`config.mk`:
```
export PLATFORM = sky130hd
export DESIGN_NAME = normalizing_unit
export DESIGN_NICKNAME = d
export VERILOG_FILES = /design/src/rtl/normalizing_unit.sv
export SDC_FILE = /design/constraint.sdc
export NUM_CORES = 1
export LEC_CHECK = 0
export ABC_CLOCK_PERIOD_IN_PS = 4900
export CORE_MARGIN = 10
export CORE_UTILIZATION = 35
export CTS_CLUSTER_SIZE = 10
export DETAILED_ROUTE_END_ITERATION = 6
export PLACE_DENSITY_LB_ADDON = 0.08
export REMOVE_ABC_BUFFERS = 1
export SETUP_SLACK_MARGIN = 0.15
export SYNTH_ARGS = -nofsm -noshare
export SYNTH_HDL_FRONTEND = slang
export SYNTH_SLANG_ARGS = --single-unit
```
`constraint.sdc`:
```
create_clock -name Clk -period 4.9 [get_ports Clk]
set_input_delay 0.735 -clock Clk [delete_from_list [all_inputs] [get_ports Clk]]
set_output_delay 0.735 -clock Clk [all_outputs]
set_load 0.02 [all_outputs]
```
`src/rtl/normalizing_unit.sv`:
```
`default_nettype none
// ============================================================================
//  Module      : normalizing_unit
//  Description : Post-addition normalizer for the single-precision FP adder.
//                Takes the raw significand sum (hidden bit at MSB), the adder
//                carry-out and the biased exponent. It returns a significand
//                with its MSB set and an adjusted exponent. The unit is a
//                four-state FSM that is started by enable and reports
//                completion on done.
//  Ports       : Clk                 - clock, rising edge
//                Reset               - asynchronous, active-high reset
//                carry               - carry-out of the significand adder
//                mantissa[MW-1:0]    - raw significand sum
//                exponent[EW-1:0]    - biased exponent of the sum
//                enable              - start/hold request, level-sensitive
//                mantissa_normalized - normalized significand (registered)
//                exponent_normalized - adjusted biased exponent (registered)
//                done                - result valid (registered)
//  Revision    : 1.0 - initial release
// ============================================================================
module normalizing_unit #(
    parameter int MW = 24,
    parameter int EW = 8
) (
    input  logic          Clk,
    input  logic          Reset,
    input  logic          carry,
    input  logic [MW-1:0] mantissa,
    input  logic [EW-1:0] exponent,
    input  logic          enable,
    output logic [MW-1:0] mantissa_normalized,
    output logic [EW-1:0] exponent_normalized,
    output logic          done
);

    localparam int LZW = $clog2(MW + 1);   // leading-zero count range 0..MW
    localparam int XW  = EW + 1;           // exponent intermediate with overflow bit
    localparam logic [XW-1:0] EXP_MAX = {1'b0, {EW{1'b1}}};

    typedef enum logic [1:0] {
        IDLE = 2'd0,
        LOAD = 2'd1,
        NORM = 2'd2,
        DONE = 2'd3
    } state_t;

    state_t         state_q, state_d;
    logic           done_q, done_d;
    logic [MW-1:0]  mant_out_q, mant_out_d;
    logic [EW-1:0]  exp_out_q, exp_out_d;
    logic           cap_carry_q, cap_carry_d;
    logic [MW-1:0]  cap_mant_q, cap_mant_d;
    logic [EW-1:0]  cap_exp_q, cap_exp_d;
    logic [LZW-1:0] lz_q, lz_d;

    logic [LZW-1:0] lz_w;
    logic [XW-1:0]  exp_inc_w;
    logic [MW-1:0]  norm_mant_w;
    logic [EW-1:0]  norm_exp_w;

    // Priority encoder: the highest set bit wins because it is visited last.
    // An all-zero input leaves the count at MW.
    always_comb begin
        lz_w = LZW'(MW);
        for (int i = 0; i < MW; i++) begin
            if (mantissa[i]) begin
                lz_w = LZW'(MW - 1 - i);
            end
        end
    end

    // Normalization arithmetic works only on the values captured in LOAD.
    always_comb begin
        exp_inc_w   = {1'b0, cap_exp_q} + XW'(1);
        norm_mant_w = '0;
        norm_exp_w  = '0;
        if (cap_carry_q) begin
            if (exp_inc_w >= EXP_MAX) begin
                // Overflow to infinity.
                norm_mant_w = '0;
                norm_exp_w  = {EW{1'b1}};
            end else begin
                // Bit 0 is dropped here; rounding happens downstream.
                norm_mant_w = {1'b1, cap_mant_q[MW-1:1]};
                norm_exp_w  = exp_inc_w[EW-1:0];
            end
        end else if (cap_mant_q == '0) begin
            norm_mant_w = '0;
            norm_exp_w  = '0;
        end else if (XW'(lz_q) < {1'b0, cap_exp_q}) begin
            norm_mant_w = cap_mant_q << lz_q;
            norm_exp_w  = cap_exp_q - EW'(lz_q);
        end else begin
            // The shift would underflow the exponent. Denormals are not
            // produced, so the result is flushed to zero.
            norm_mant_w = '0;
            norm_exp_w  = '0;
        end
    end

    // Next-state logic and register updates.
    always_comb begin
        state_d     = state_q;
        done_d      = done_q;
        mant_out_d  = mant_out_q;
        exp_out_d   = exp_out_q;
        cap_carry_d = cap_carry_q;
        cap_mant_d  = cap_mant_q;
        cap_exp_d   = cap_exp_q;
        lz_d        = lz_q;
        case (state_q)
            IDLE: begin
                if (enable) begin
                    state_d = LOAD;
                end
            end
            LOAD: begin
                cap_carry_d = carry;
                cap_mant_d  = mantissa;
                cap_exp_d   = exponent;
                lz_d        = lz_w;
                state_d     = NORM;
            end
            NORM: begin
                // Outputs and done are written on the edge that enters DONE.
                mant_out_d = norm_mant_w;
                exp_out_d  = norm_exp_w;
                done_d     = 1'b1;
                state_d    = DONE;
            end
            DONE: begin
                if (!enable) begin
                    done_d  = 1'b0;
                    state_d = IDLE;
                end
            end
            default: begin
                state_d = IDLE;
            end
        endcase
    end

    always_ff @(posedge Clk or posedge Reset) begin
        if (Reset) begin
            state_q     <= IDLE;
            done_q      <= 1'b0;
            mant_out_q  <= '0;
            exp_out_q   <= '0;
            cap_carry_q <= 1'b0;
            cap_mant_q  <= '0;
            cap_exp_q   <= '0;
            lz_q        <= '0;
        end else begin
            state_q     <= state_d;
            done_q      <= done_d;
            mant_out_q  <= mant_out_d;
            exp_out_q   <= exp_out_d;
            cap_carry_q <= cap_carry_d;
            cap_mant_q  <= cap_mant_d;
            cap_exp_q   <= cap_exp_d;
            lz_q        <= lz_d;
        end
    end

    assign mantissa_normalized = mant_out_q;
    assign exponent_normalized = exp_out_q;
    assign done                = done_q;

endmodule
`default_nettype wire

```
==> implementation parameters, run 1 <==
Parameter                              Value

Placement
  Half-perimeter wire length after placement    11400 um
  Count of port buffers added during placement    68
  Placement-stage cell area    0.00572 mm2
  Final weighted congestion of routability-driven global placement    0.951

Cells and area
  Number of antenna cells inserted    0
  Area overhead of the layout relative to synthesis    22.7%
  Finished Cell Area    0.00603 mm2
  Layout cell share with drive strength beyond 1    17.5%
  Final layout net count    576

Setup path
  Worst setup EP type    register
  Data required time of the critical path    5130 ps
  Launching point of the worst reg2reg path    lz_q[3]$_DFFE_PP0N_
  Critical path cell sequence    buf_4 -> inv_1 -> ha_1 -> o21ai_0 -> o21ai_1 -> a211oi_2 -> nor4_2 -> buf_4 -> and3_1 -> a221o_1
  FF-to-FF path depth    10
  End of the critical path    mantissa_normalized[1]$_DFFE_PP0P_
  Kind of critical path    reg2reg
  Launch point of the worst path    lz_q[3]$_DFFE_PP0N_
  Slack of the worst reg-to-reg path    2040 ps
  CP arrival    3090 ps
  Critical-path top delay cell    ha_1
  Largest fanout of any net on the critical path    30
  Delay of the slowest cell on the worst path    380 ps
  Library cell appearing most often on the critical path    buf_4
  Startpoint kind of the worst setup timing path    register
  Endpoint of the worst register-to-register path    mantissa_normalized[1]$_DFFE_PP0P_

Clocking
  Clock transition at the registers of the reported paths    60 ps
  Number of H-tree levels    3
  TritonCTS clock tree    yes
  Post-cts repair resize count    0
  Post-CTS repair timing setup buffer count    0
  CTS max path bufs    2
  Source-to-sink clock delay at the later pin of the worst-skew pair    350 ps
  Cts bufs inserted    9
  Root buffer selected by CTS    clkbuf_16
  Number of clock sinks seen by CTS    73
  CTS Hold Buffers Added    0

Timing
  Maximum clock rate    350 MHz
  Unrepaired setup endpoints after global routing    no
  Slew Viols, Final    0
  TNS Setup    0 ps
  Worst-case clock skew    7.49 ps
  Max-slew headroom at the worst pin    24.7%
  Final setup vio count    0
  Final cycle utilization of the critical path    58.3%
  Count of endpoints failing hold in the final timing report    0
  Actual transition at the worst max-transition pin    1130 ps
  Post-route minimum period    2860 ps

Die
  Number of rows in the core area    43
  Starting density of the core    35.6%
  Die outline area    0.0192 mm2
  Height of the die    139 um
  I/O pin cnt    69
  Horizontal die dimension    139 um
  Total core area    0.0138 mm2

Hold path
  Worst Hold Class    reg2reg

Global route
  Pin count of the biggest net entering global routing    39
  Initial antenna violation count    0
  Tot GR Track Use    15.7%
  Vias in the first global route    4230
  GRT met1 Usage    20.3%
  Met2 usage    25.5%
  Sum of overflow across all layers after global routing    0
  Met3 track demand over resource    2.98%
  Global-route wire length before repair    24400 um
  Most used routing layer    met2

Drt
  Via/cell ratio    5.69
  Wire length per cell after detailed routing    21.2 um
  Drt first pass iters    5
  Antenna-violating nets left    0
  Total number of vias    4054
  Total detailed-routing wirelength    15100 um
  Number of DRC markers after the initial detailed-route iteration    338
  Drt drc    0

Logic synthesis
  Synthesis Warnings    0
  Commonest cells post-synth    dfrtp_1 (73), mux2_2 (40), nor2_1 (34)
  Biggest area consumer among synthesized cells    dfrtp_1
  Flip-flop and latch count after synthesis    73
  Fraction of synthesized cell area taken by the top area cell type    37.1%
  Ys flop type    dfrtp_1
  Post-Synthesis Cells    470
  Synth Cell Area    0.00492 mm2
  Cell with the most instances after synthesis    dfrtp_1
  Top post-synthesis cells by area    dfrtp_1 (37%), mux2_2 (9.2%), mux4_2 (7.3%)
  Sequential-to-total area share from yosys stat    37.1%
  Async SR Flop Fraction    100%
  Syn Area/Cell    10.5 um2
  Distinct cell type count after synthesis    63
  Number of flops mapped to enable cells by yosys    0

Power and ir drop
  PD cells    774 mW/mm2
  Worst ir drop on vdd    0.345 mV
  P_leak    2.39 nW

Outcome
  Run status    complete, no violations

Flow run
  Max_cap viols    0
metal layers:
metal,share of wire [%],vias to the layer above
met4,1.8,0
met5,0,-
met1,46,2021
met3,3.4,17
met2,49,102
li1,-,1914
worst min-delay path by stage:
stage | startpoint | endpoint | depth (start not counted)
floorplan | cap_carry_q$_DFFE_PP0N_ | cap_carry_q$_DFFE_PP0N_ | 1
global placement | done$_DFFE_PP0P_ | done$_DFFE_PP0P_ | 2
detailed placement | mantissa_normalized[6]$_DFFE_PP0P_ | mantissa_normalized[6]$_DFFE_PP0P_ | 1
CTS | mantissa_normalized[6]$_DFFE_PP0P_ | mantissa_normalized[6]$_DFFE_PP0P_ | 1
global route | mantissa_normalized[3]$_DFFE_PP0P_ | mantissa_normalized[3]$_DFFE_PP0P_ | 1
finish | done$_DFFE_PP0P_ | done$_DFFE_PP0P_ | 2
where the power goes:
group / internal [mW] / switching (mW) / total, mW
sequential: 0.900 / 0.432 / 1.33
combinational: 1.31 / 1.33 / 2.64
clock: 0.435 / 0.264 / 0.699
area by class of cell:
cell class	instances	area (um2)
flip-flops and latches	73	1830
inverters	17	63.8
well taps	180	225
clock inverters	4	50.0
fillers	1335	7790
repair buffers	77	748
clock buffers	12	267
multi-input cells	349	2850
stage by stage:
stage	total power, mW	hold WS, ps	setup slack (ps)	utilization [%]	std cells
final	4.67	515	2040	43.6	712
after CTS	4.72	524	2040	43.6	712
after global routing	5.01	541	1810	43.6	712
after global placement	4.00	487	2100	41.4	696
after detailed placement	4.00	511	2040	41.4	696
after floorplan	3.02	511	1560	-	439
registers in the layout, indices dropped and copies added (netlist names):
register / count
cap_mant_q: 24
mantissa_normalized: 24
cap_exp_q: 8
exponent_normalized: 8
lz_q: 5
state_q: 2
cap_carry_q: 1
done: 1
layout by cell type, fill, tap and decap left out, drive strengths merged, types with 3 or more instances in the layout:
master and n:
nand2b 6, nor4b 4, a211o 4, nor3 8, ha 12, o21ai 26, mux2 44, and2 6
inv 17, nor2 35, xnor2 5, o21a 5, dfrtp 73, o22ai 5, buf 9, a31oi 4
a22o 4, o211a 3, xor2 3, mux2i 17, and3 3, clkdlybuf4s50 68, nor2b 13, o211ai 3
clkbuf 12, nand2 28, mux4 16, a211oi 6, nor4 12, nand3 7, a221o 27, a21oi 16
worst max-delay path: cells and delay by family (launching register included):
family / cells / cell delay [ps]
adders and majority gates: 1 / 380
and+or+nand+nor: 2 / 270
buffers and inverters: 3 / 720
AOI/OAI and AO/OA: 4 / 1040
DFF: 1 / 320
logic make-up (layout without fill, tap and decap cells):
logic type | after synthesis | count (layout) | share of synthesized area, %
buffers and inverters | 48 | 110 | 4.91
AO/OA/AOI/OAI | 124 | 124 | 19.1
multiplexers | 77 | 77 | 20.9
flip-flops | 73 | 73 | 37.1
XOR/XNOR | 8 | 8 | 1.42
AND/OR/NAND/NOR | 127 | 127 | 13.1
adder cells (fa/ha/maj) | 13 | 13 | 3.46
(Power assumes the default switching activity.)
==> run 2: changes to the inputs <==
--- a/config.mk
+++ b/config.mk
@@ -5,7 +5,7 @@
 export SDC_FILE = /design/constraint.sdc
 export NUM_CORES = 1
 export LEC_CHECK = 0
-export ABC_CLOCK_PERIOD_IN_PS = 4900
+export ABC_CLOCK_PERIOD_IN_PS = 2530
 export CORE_MARGIN = 10
 export CORE_UTILIZATION = 35
 export CTS_CLUSTER_SIZE = 10
==> constraint.sdc (replaced) <==
create_clock -name Clk -period 2.53 [get_ports Clk]
set_input_delay 0.3795 -clock Clk [delete_from_list [all_inputs] [get_ports Clk]]
set_output_delay 0.3795 -clock Clk [all_outputs]
set_load 0.02 [all_outputs]
==> run 2 against run 1 <==
Worst hold slack lost 300 ps. Highest routed layer unchanged. Sequential power is 86% higher. Largest cell class unchanged. Core utilization is 2.9 points higher.
==> implementation parameters, run 2 (synthesis results as in run 1) <==
Parameter                              Value

Cells and area
  Most frequent cells in the layout    dfrtp_1 (73), clkdlybuf4s50_1 (68), mux2_2 (40)
  Final instance count without filler cells    750
  Area overhead of the layout relative to synthesis    30.8%
  Area of the multi-input gates    0.00294 mm2
  Final layout net count    613
  Filler Cells Inserted    1299
  Leading cell type in the layout, fill and taps excluded    dfrtp_1
  Layout cell share with drive strength beyond 1    24.4%
  Storage element area    0.00183 mm2
  Finished Cell Area    0.00644 mm2

Timing
  Final cycle utilization of the critical path    96.7%
  Final setup vio count    0
  Count of endpoints failing hold in the final timing report    0
  Actual transition at the worst max-transition pin    688 ps
  Worst-case clock skew    9.34 ps
  Worst hold slack across all endpoints    215 ps
  Post-route minimum period    2450 ps
  Final worst-path setup slack    84.0 ps
  Maximum clock rate    409 MHz
  Unrepaired setup endpoints after global routing    yes
  Max-slew headroom at the worst pin    53.6%
  Slew Viols, Final    0

Placement
  Number of placed instances, taps included    726
  Placement-stage cell area    0.00597 mm2
  Half-perimeter wire length after placement    11900 um
  Final weighted congestion of routability-driven global placement    0.922
  Dpl ws    -80.0 ps
  Count of port buffers added during placement    68

Power and ir drop
  Combinational fraction of design power    60.3%
  Fraction of power consumed by sequential logic    25.6%
  Worst ir drop on vdd    0.672 mV
  P_leak    2.60 nW
  Pwr Total    9.68 mW
  Sw Pwr    4.06 mW
  PD cells    1500 mW/mm2
  Switching part of the total power    42.0%
  Proportion of power drawn by the clock network    14.1%
  P_int    5.62 mW

Global route
  Tot GR Track Use    16.4%
  Sum of overflow across all layers after global routing    0
  Global-route wire length before repair    25400 um
  Vias in the first global route    4436
  Pin count of the biggest net entering global routing    49
  Initial antenna violation count    1

Clocking
  Number of clock sinks seen by CTS    73
  CTS Hold Buffers Added    0
  Number of H-tree levels    3
  Source-to-sink clock delay at the later pin of the worst-skew pair    350 ps
  Cts bufs inserted    9
  CTS max path bufs    2
  TritonCTS clock tree    yes
  Clock transition at the registers of the reported paths    60 ps
  Root buffer selected by CTS    clkbuf_16

Drt
  Via/cell ratio    5.70
  Total detailed-routing wirelength    15800 um
  Total number of vias    4275
  Drt first pass iters    5
  Wire length per cell after detailed routing    21.0 um
  Number of DRC markers after the initial detailed-route iteration    306
  Antenna-violating nets left    0
  Drt drc    0

Die
  Die outline area    0.0192 mm2
  Height of the die    139 um
  I/O pin cnt    69
  Starting density of the core    35.6%
  Number of rows in the core area    43
  Total core area    0.0138 mm2
  Horizontal die dimension    139 um

Setup path
  Data required time of the critical path    2760 ps
  Endpoint of the worst register-to-register path    mantissa_normalized[1]$_DFFE_PP0P_
  End of the critical path    mantissa_normalized[1]$_DFFE_PP0P_
  Startpoint kind of the worst setup timing path    register
  CP arrival    2680 ps
  Slack of the worst reg-to-reg path    80 ps
  Worst setup EP type    register
  Launching point of the worst reg2reg path    cap_exp_q[0]$_DFFE_PP0N_
  Kind of critical path    reg2reg
  Launch point of the worst path    cap_exp_q[0]$_DFFE_PP0N_
  Largest fanout of any net on the critical path    8
  FF-to-FF path depth    11

Outcome
  Run status    complete, no violations

Hold path
  Worst Hold Class    in2async

Flow run
  Max_cap viols    0
[run 2: metrics by stage]
stage | setup TNS (ps) | utilization [%]
2_1_floorplan | -21170 | -
3_3_place_gp | 0 | 43.2
3_5_place_dp | -577 | 43.2
4_1_cts | 0 | 46.2
5_1_grt | -117 | 46.5
6_report | 0 | 46.6
[run 2: worst min-delay path by stage]
| stage | from | to | slack [ps] |
|---|---|---|---|
| floorplan | exponent[0] | cap_exp_q[0]$_DFFE_PP0N_ | 500 |
| global placement | done$_DFFE_PP0P_ | done$_DFFE_PP0P_ | 490 |
| detailed placement | done$_DFFE_PP0P_ | done$_DFFE_PP0P_ | 500 |
| CTS | Reset | mantissa_normalized[5]$_DFFE_PP0P_ | 210 |
| global route | Reset | mantissa_normalized[5]$_DFFE_PP0P_ | 220 |
| finish | Reset | mantissa_normalized[5]$_DFFE_PP0P_ | 220 |
[run 2: layout make-up]
cell class	instances	area share, %
inverter	17	0.991
clock inverter	3	1.01
sequential	73	28.4
clock buffer	13	3.73
tap	180	3.50
timing repair buffer	114	16.7
multi-input combinational	349	45.7
antenna	1	0.0389
[run 2: worst max-delay path, stage by stage (launching register included)]
cell and delay [ps]:
dfrtp_1 380, inv_2 80, ha_4 130, inv_2 30
fa_2 360, a211oi_4 240, o21ai_2 90, a211oi_2 290
nor4_2 100, buf_4 180, and3_4 160, a221o_1 280
[run 2: repair_timing]
| action | CTS | global route |
|---|---|---|
| cloned | 1 | 0 |
| pin swaps | 14 | 8 |
| resized for setup | 17 | 9 |
| setup buffers | 5 | 1 |
| setup endpoints to repair | 25 | 31 |
[run 2: metal layers]
layer	up-vias	part of all wire (%)	GRT usage [%]
met1	2151	43	20.0
met3	21	5.2	5.00
li1	1991	-	-
met2	112	50	27.1
met5	-	0	0
met4	0	2.1	5.27
[run 2: power groups by stage]
stage	clock network, mW	logic (mW)	registers (mW)
after floorplan	0	3.17	2.69
after global placement	0	5.56	2.49
after global routing	1.45	6.36	2.56
after detailed placement	0	5.57	2.50
after CTS	1.40	5.77	2.49
final	1.37	5.84	2.47
==> run 3: changes to the inputs <==
--- a/config.mk
+++ b/config.mk
@@ -5,6 +5,7 @@
 export SDC_FILE = /design/constraint.sdc
 export NUM_CORES = 1
 export LEC_CHECK = 0
+export ABC_AREA = 1
 export ABC_CLOCK_PERIOD_IN_PS = 2530
 export CORE_MARGIN = 10
 export CORE_UTILIZATION = 35
@@ -16,3 +17,4 @@
 export SYNTH_ARGS = -nofsm -noshare
 export SYNTH_HDL_FRONTEND = slang
 export SYNTH_SLANG_ARGS = --single-unit
+export TNS_END_PERCENT = 100
==> run 3 against run 2 <==
Register-to-register slack better by 150 ps. Die area shrank 1.4%. Non-clock buffer count is 17 lower. Largest power group unchanged.
==> implementation parameters, run 3 <==
Parameter                              Value

Die
  Number of rows in the core area    42
  Die outline area    0.0189 mm2
  Horizontal die dimension    138 um
  Height of the die    138 um
  Total core area    0.0134 mm2
  Starting density of the core    36.1%
  I/O pin cnt    69

Setup path
  Kind of critical path    reg2reg
  Largest fanout of any net on the critical path    8
  Startpoint kind of the worst setup timing path    register
  CP arrival    2550 ps
  Worst setup EP type    register
  Data required time of the critical path    2780 ps

Cells and area
  Leading cell type in the layout, fill and taps excluded    nand2_1
  Share of the core filled with cells in the final layout    46.5%
  Area overhead of the layout relative to synthesis    28.8%
  Filler Cells Inserted    1413
  Layout cell share with drive strength beyond 1    8.52%
  Area of the multi-input gates    0.00259 mm2
  Most frequent cells in the layout    nand2_1 (180), o21ai_0 (79), inv_1 (76)
  Number of antenna cells inserted    0
  Storage element area    0.00183 mm2
  Final layout net count    820

Clocking
  Source-to-sink clock delay at the later pin of the worst-skew pair    340 ps
  Cts bufs inserted    9
  Number of H-tree levels    3
  TritonCTS clock tree    yes
  CTS Hold Buffers Added    0
  CTS max path bufs    2
  Clock transition at the registers of the reported paths    60 ps
  Root buffer selected by CTS    clkbuf_16
  Number of clock sinks seen by CTS    73

Power and ir drop
  Switching part of the total power    48.1%
  Sw Pwr    4.44 mW
  Pwr Total    9.23 mW
  Fraction of power consumed by sequential logic    25.1%
  P_int    4.79 mW
  Proportion of power drawn by the clock network    13.9%
  Worst ir drop on vdd    0.429 mV
  PD cells    1480 mW/mm2
  P_leak    2.83 nW
  Combinational fraction of design power    61.0%

Logic synthesis
  Top post-synthesis cells by area    dfrtp_1 (38%), nand2_1 (14%), o21ai_0 (8.2%)
  Post-Synthesis Cells    702
  Commonest cells post-synth    nand2_1 (181), o21ai_0 (79), inv_1 (78)
  Synthesis Warnings    0
  Syn Area/Cell    6.90 um2
  Number of flops mapped to enable cells by yosys    0
  Fraction of synthesized cell area taken by the top area cell type    37.7%
  Ys flop type    dfrtp_1
  Flip-flop and latch count after synthesis    73
  Async SR Flop Fraction    100%
  Synth Cell Area    0.00484 mm2
  Distinct cell type count after synthesis    39
  Cell with the most instances after synthesis    nand2_1
  Biggest area consumer among synthesized cells    dfrtp_1
  Sequential-to-total area share from yosys stat    37.7%

Drt
  Total met3 wirelength after detailed routing    797 um
  Number of DRC markers after the initial detailed-route iteration    487
  Wire length per cell after detailed routing    15.7 um
  Antenna-violating nets left    0
  Total number of vias    4774
  Total detailed-routing wirelength    15000 um
  Via/cell ratio    5.02
  Drt drc    0
  Detailed route wirelength on metal2    6080 um
  Met1 wire length    7860 um
  Drt first pass iters    5
  Highest routing layer actually used    met4

Timing
  Maximum clock rate    435 MHz
  Worst-case clock skew    5.64 ps
  Max-slew headroom at the worst pin    64.1%
  Final cycle utilization of the critical path    90.9%
  TNS Setup    0 ps
  Final setup vio count    0
  Actual transition at the worst max-transition pin    538 ps
  Count of endpoints failing hold in the final timing report    0
  Post-route minimum period    2300 ps
  Slew Viols, Final    0
  Unrepaired setup endpoints after global routing    yes

Placement
  Count of port buffers added during placement    68
  Half-perimeter wire length after placement    11600 um
  Final weighted congestion of routability-driven global placement    0.902

Global route
  Pin count of the biggest net entering global routing    65
  Vias in the first global route    4537
  Sum of overflow across all layers after global routing    0
  Global-route wire length before repair    23700 um
  Tot GR Track Use    15.8%
  Initial antenna violation count    0

Outcome
  Run status    complete, no violations

Flow run
  Max_cap viols    0

Hold path
  Worst Hold Class    in2async
[run 3: changes by cell type after synthesis, sizes merged, moves of 28 or more]
cell   previous run  this run
inv              17        84
nand3             7        37
o21ai            26       104
mux2             44         0
nand2            28       182
nor2             35        63
[run 3: power groups by stage]
stage                     Combinational (mW)  Clock, mW  Sequential, mW
after floorplan                         3.03          0            2.55
after global placement                  5.21          0            2.30
after detailed placement                5.23          0            2.31
after CTS                               5.34       1.31            2.29
after global routing                    6.30       1.36            2.38
final                                   5.63       1.29            2.31
[run 3: kinds of logic after synthesis]
logic type      share of synthesized area [%]
compound gates                           20.3
xor+xnor                                 1.63
fa+ha+maj                                3.51
buf+inv                                  9.90
flops                                    37.7
mux                                      1.24
simple gates                             25.7
[run 3: final timing paths]
kind	startpoint	end	slack, ps	cells past startpoint
max reg2reg	cap_exp_q[0]$_DFFE_PP0N_	mantissa_normalized[11]$_DFFE_PP0P_	230	15
max	cap_exp_q[0]$_DFFE_PP0N_	mantissa_normalized[11]$_DFFE_PP0P_	230	15
min in group Clk	exponent_normalized[0]$_DFFE_PP0P_	exponent_normalized[0]$_DFFE_PP0P_	480	2
max in group asynchronous	Reset	cap_mant_q[7]$_DFFE_PP0N_	1580	3
min reg2reg	exponent_normalized[0]$_DFFE_PP0P_	exponent_normalized[0]$_DFFE_PP0P_	480	2
min	Reset	state_q[0]$_DFFE_PP0P_	420	2
[run 3: timing repair]
item | in CTS | in global routing
endpoints found under the setup margin | 17 | 29
cloned | 0 | 1
pin swaps | 1 | 6
setup buffers | 2 | 11
gates resized for setup | 1 | 10
[run 3: through the flow]
step                setup slack, ps  cell area [um2]  hold slack, ps  std cells
finish                          230             6240             425        951
global route                   93.9             6240             471        951
CTS                             180             6070             440        939
detailed placement             -103             5750             466        922
global placement              -29.8             5750             467        922
floorplan                      -330             4680             496        663
[run 3: layer usage]
metal,track usage [%],up-vias
li1,-,2448
met2,21.6,123
met3,2.62,14
met4,5.27,0
met1,24.2,2189
met5,0,-
[run 3: final cells by class]
class                   instances  area share [%]
inverters                      85            5.16
clock inverters                 3           0.642
clock buffers                  12            4.11
well taps                     176            3.53
multi-input cells             505            41.6
repair buffers                 97            15.7
flip-flops and latches         73            29.3
[run 3: critical path, stage by stage (launching register included)]
cell      delay [ps]
dfrtp_1          360
inv_2             60
ha_2             180
inv_2             60
fa_2             220
nand2_2           60
nand2_2           70
inv_2             40
o211ai_4         180
a21boi_2          90
nor2_4           140
inv_4             70
nor3_4           250
buf_12           160
o211ai_1          80
a31oi_1          180
